$ cat src/rtl/reflet_timer.sv
// Memory-mapped countdown timer for the reflet CPU bus: prescaler, one-shot or
// auto-reload countdown, pending flag and level interrupt. Read data is zero when idle.
module reflet_timer #(
   parameter int wordsize = 16
) (
   input  logic                clk,
   input  logic                reset,
   input  logic                enable,
   input  logic [1:0]          addr,
   input  logic [wordsize-1:0] data_in,
   input  logic                write_en,
   output logic [wordsize-1:0] data_out,
   output logic                interrupt
);

   localparam logic [wordsize-1:0] ONE = {{(wordsize-1){1'b0}}, 1'b1};

   logic                run, auto_reload, irq_en, pending;
   logic [wordsize-1:0] prescale, reload, count, pcnt;

   logic                run_next, auto_reload_next, irq_en_next, pending_next;
   logic [wordsize-1:0] prescale_next, reload_next, count_next, pcnt_next;
   logic [wordsize-1:0] read_next;
   logic                interrupt_next;
   logic                tick, underflow;

   // >= rather than == so a PRESCALE lowered below pcnt mid-count ticks at once
   assign tick      = run && (pcnt >= prescale);
   assign underflow = tick && (count == '0);

   // Timer events are applied first; CPU writes then override them, except that
   // an underflow's PENDING set beats a same-cycle write-1-clear.
   always_comb begin
      run_next         = run;
      auto_reload_next = auto_reload;
      irq_en_next      = irq_en;
      pending_next     = pending;
      prescale_next    = prescale;
      reload_next      = reload;
      count_next       = count;
      pcnt_next        = (run && !tick) ? pcnt + ONE : '0;
      read_next        = '0;

      if (tick) begin
         if (count != '0) begin
            count_next = count - ONE;
         end else begin
            pending_next = 1'b1;
            if (auto_reload)
               count_next = reload;
            else
               run_next = 1'b0;
         end
      end

      if (enable && write_en) begin
         case (addr)
            2'd0: begin
               run_next         = data_in[0];
               auto_reload_next = data_in[1];
               irq_en_next      = data_in[2];
               if (data_in[3] && !underflow)
                  pending_next = 1'b0;
            end
            2'd1: prescale_next = data_in;
            2'd2: reload_next   = data_in;
            2'd3: count_next    = data_in;
         endcase
      end

      if (enable && !write_en) begin
         case (addr)
            2'd0: read_next = {{(wordsize-4){1'b0}}, pending, irq_en, auto_reload, run};
            2'd1: read_next = prescale;
            2'd2: read_next = reload;
            2'd3: read_next = count;
         endcase
      end

      interrupt_next = pending_next & irq_en_next;
   end

   always_ff @(posedge clk) begin
      if (reset) begin
         run         <= 1'b0;
         auto_reload <= 1'b0;
         irq_en      <= 1'b0;
         pending     <= 1'b0;
         prescale    <= '0;
         reload      <= '0;
         count       <= '0;
         pcnt        <= '0;
         data_out    <= '0;
         interrupt   <= 1'b0;
      end else begin
         run         <= run_next;
         auto_reload <= auto_reload_next;
         irq_en      <= irq_en_next;
         pending     <= pending_next;
         prescale    <= prescale_next;
         reload      <= reload_next;
         count       <= count_next;
         pcnt        <= pcnt_next;
         data_out    <= read_next;
         interrupt   <= interrupt_next;
      end
   end

endmodule

$ cat config.mk
export PLATFORM = sky130hd
export DESIGN_NAME = reflet_timer
export DESIGN_NICKNAME = d
export VERILOG_FILES = /design/src/rtl/reflet_timer.sv
export SDC_FILE = /design/constraint.sdc
export NUM_CORES = 1
export LEC_CHECK = 0
export BUFFER_PORTS_ARGS = -buffer_cell sky130_fd_sc_hd__clkbuf_2
export CAP_MARGIN = 10
export CORE_ASPECT_RATIO = 1.5
export CORE_MARGIN = 2
export CORE_UTILIZATION = 45
export DETAILED_ROUTE_END_ITERATION = 16
export GPL_ROUTABILITY_DRIVEN = 0
export GPL_TIMING_DRIVEN = 0
export PLACE_DENSITY = 0.68
export SLEW_MARGIN = 0
export SYNTH_ARGS = -nofsm -noshare
export SYNTH_HDL_FRONTEND = slang
export SYNTH_SLANG_ARGS = --single-unit
$ cat constraint.sdc
create_clock -name clk -period 2.8 [get_ports clk]
set_input_delay 0.28 -clock clk [delete_from_list [all_inputs] [get_ports clk]]
set_output_delay 0.28 -clock clk [all_outputs]
set_load 0.02 [all_outputs]
==> reports/metrics.yaml <==
run_status:
  status: "finished, final reports clean"
worst_hold_path:
  hold_path.class: "in2reg"
  min_delay_path_depth: 3
final_layout:
  regArea_mm2: 0.00170
  diodes: 0
  final_cell_area_mm2: 0.00515
  final_nets: 660
  multi_input_area_mm2: 0.00255
  areaGrowthSynthToFinish_pct: 15.5
  fillers: 953
  drive_above_1_share_pct: 14.7
global_route:
  overflow: 0
  grt.total_usage_pct: 24.7
  grt_start_max_net_pins: 16
  antenna_found_initial: 0
  grt_first_pass_wirelength_um: 21000
  grt_pass1_vias: 4176
setup_path:
  worst-path-buf-inv: 2
  reg2reg_depth: 9
  crit_family: "simple AND/OR/NAND/NOR gates"
  crit_fanout: 10
  crit_path_end_kind: "flip-flop"
  cpMaxStageDelayCell: "nor4_1"
  crit_chain: "buf_6 -> nor4_1 -> nand4_1 -> buf_2 -> nor2_1 -> a21oi_1 -> or2_2 -> o2111ai_1 -> a311oi_1"
  worst-path-stages: 9
  cp.required_ps: 3000
  cp-start-kind: "flip-flop"
  max_stage_delay_ps: 620
  crit_type: "reg2reg"
  cp.arrival_ps: 2870
floorplanning:
  die_w_um: 85.3
  ios: 39
  die_h_um: 126
  die_area_mm2: 0.0107
  rows: 44
  start_util_pct: 46.0
  core_area_mm2: 0.00969
placement:
  numPortBuffers: 37
  dp.final_hpwl_um: 9740
  postPlaceCellArea_mm2: 0.00479
routing:
  routed_wl_um: 12800
  post_drt_wl_per_cell_um: 17.4
  ant_nets: 0
  vias: 4279
  drt-initial-drc-count: 266
  viasPerCell: 5.79
  remaining_drc_errors: 0
  dr.pass1.iters: 5
sta:
  worst_pin_slew_ps: 890
  finClkSkew_ps: 8.80
  rsz0062_at_grt: "false"
  hold_ws_ps: 198
  hold_viol: 0
  finalCritPeriodShare_pct: 95.4
  fmax_mhz: 374
  slew_violations: 0
  final-setup-viol-count: 0
  finalCriticalPeriod_ps: 2670
  relSlewSlack_pct: 40.1
clock_network:
  cts-root-buf: "clkbuf_16"
  numCtsBuffers: 9
  clk_latency_ps: 340
  clock_path_buffers: 2
  path_clk_slew_ps: 70
  hold_buffers: 0
  cts_tree: "done"
  clock_sinks: 85
  htreeDepth: 3
synthesis:
  syn-num-nets: 609
  synth_top_cell_area_share_pct: 38.1
  synth-edff-count: 0
  synthFlopType: "dfxtp_1"
  synth.most_common_cell: "nand2_1"
  syn_area_per_cell_um2: 7.85
  syn-cell-area_mm2: 0.00446
  synth_seq_area_share_pct: 38.1
  synth-seq-cells: 85
  postSynthCellCount: 568
  synth_top_cell_by_area: "dfxtp_1"
  yosys.cell_types.count: 54
  yosysWarnings: 0
  synthTopCellsByArea: "dfxtp_1 38%, nand2_1 8.8%, a21oi_1 6.1%"
  synthArstFlopShare_pct: 0
  synth_common_cells: "105 x nand2_1, 85 x dfxtp_1, 59 x nor2_1"
power:
  ir_drop_mv: 0.377
  p_per_area_mw_per_mm2: 638
  power_leakage_nw: 1.94
flow_run:
  cap_violations: 0
-- through the flow --
step	setup TNS [ps]	total power [mW]	cells	utilization, %	worst slack [ps]
after floorplan	0	1.84	568	-	434
after global placement	-1700	2.04	720	49.4	-179
after detailed placement	-1860	2.05	720	49.4	-188
after CTS	0	3.27	736	52.7	19.7
after global routing	0	3.44	739	53.2	6.43
final	0	3.29	739	53.2	128
-- metal layers --
metal / part of all wire [%] / track usage, % / up-vias
met3: 5.9 / 3.80 / 55
met4: 5.3 / 14.6 / 0
met2: 50 / 42.9 / 171
li1: - / - / 2082
met1: 38 / 28.2 / 1971
met5: 0 / 0 / -
-- area by class of cell --
class | count | area share (%)
clock inverters | 6 | 1.36
plain buffers | 37 | 2.96
inverters | 24 | 1.75
multi-input cells | 422 | 49.5
clock buffers | 10 | 4.64
well taps | 115 | 2.79
repair buffers | 40 | 4.03
flip-flops and latches | 85 | 33.0
-- where the power goes --
group / internal (mW) / switching (mW) / leakage, nW
clock network: 0.723 / 0.500 / 0.153
logic: 0.277 / 0.499 / 1.10
registers: 1.25 / 0.0367 / 0.688
total: 2.25 / 1.04 / 1.94
-- cells in the final DEF, fill, tap and decap left out, types with 3 or more instances in the layout --
master,Yosys,final
buf_1,3,3
and2_1,4,4
buf_2,2,3
xor2_1,8,8
buf_4,0,3
ha_1,19,19
nand3_1,19,19
o211ai_1,3,3
xnor2_1,6,6
clkbuf_16,0,9
a22oi_1,16,16
nor3_1,8,8
clkbuf_1,30,28
or3_1,6,6
dfxtp_1,85,85
inv_1,23,23
nand4_1,6,6
nand2_1,105,104
a31oi_1,4,4
mux4_2,4,4
nor2b_1,6,6
a311oi_1,4,4
nor4_1,4,3
nor2_1,59,58
mux2i_1,5,5
o22ai_1,3,3
a21oi_1,54,54
and3_1,11,11
clkbuf_2,1,39
o21ai_0,17,17
or4_1,4,4
mux2_2,13,13
a211oi_1,5,5
-- cell families after synthesis --
group / count (synthesis) / share of synthesized area [%]
xor gates and xnor gates: 14 / 2.75
AOI/OAI and AO/OA: 120 / 16.4
DFF: 85 / 38.1
and+or+nand+nor: 247 / 25.5
muxes: 22 / 6.42
adders and majority gates: 19 / 5.33
buffers and inverters: 61 / 5.39
-- flip-flops by register name, indices dropped and copies added, names as in the netlist --
register	count
auto_reload	1
count	16
data_out	16
interrupt	1
irq_en	1
pcnt	16
pending	1
prescale	16
reload	16
run	1
-- timing repair --
item	4_1_cts	5_1_grt
pin swaps	0	1
resized for setup	4	5
setup endpoints to repair	15	17
setup buffers	0	3
-- worst min-delay path, stage by stage --
cell and delay, ps:
clkbuf_2 110, nand2_1 60, a21oi_1 50
-- worst paths after layout --
path,end,from,slack (ps)
worst max register to register,count[13],count[4],130
worst min-delay path,reload[8],data_in[8],200
worst max-delay path,count[13],count[4],130
worst min register to register,pcnt[0],pcnt[0],470
Power figures use the tool's default switching activity.
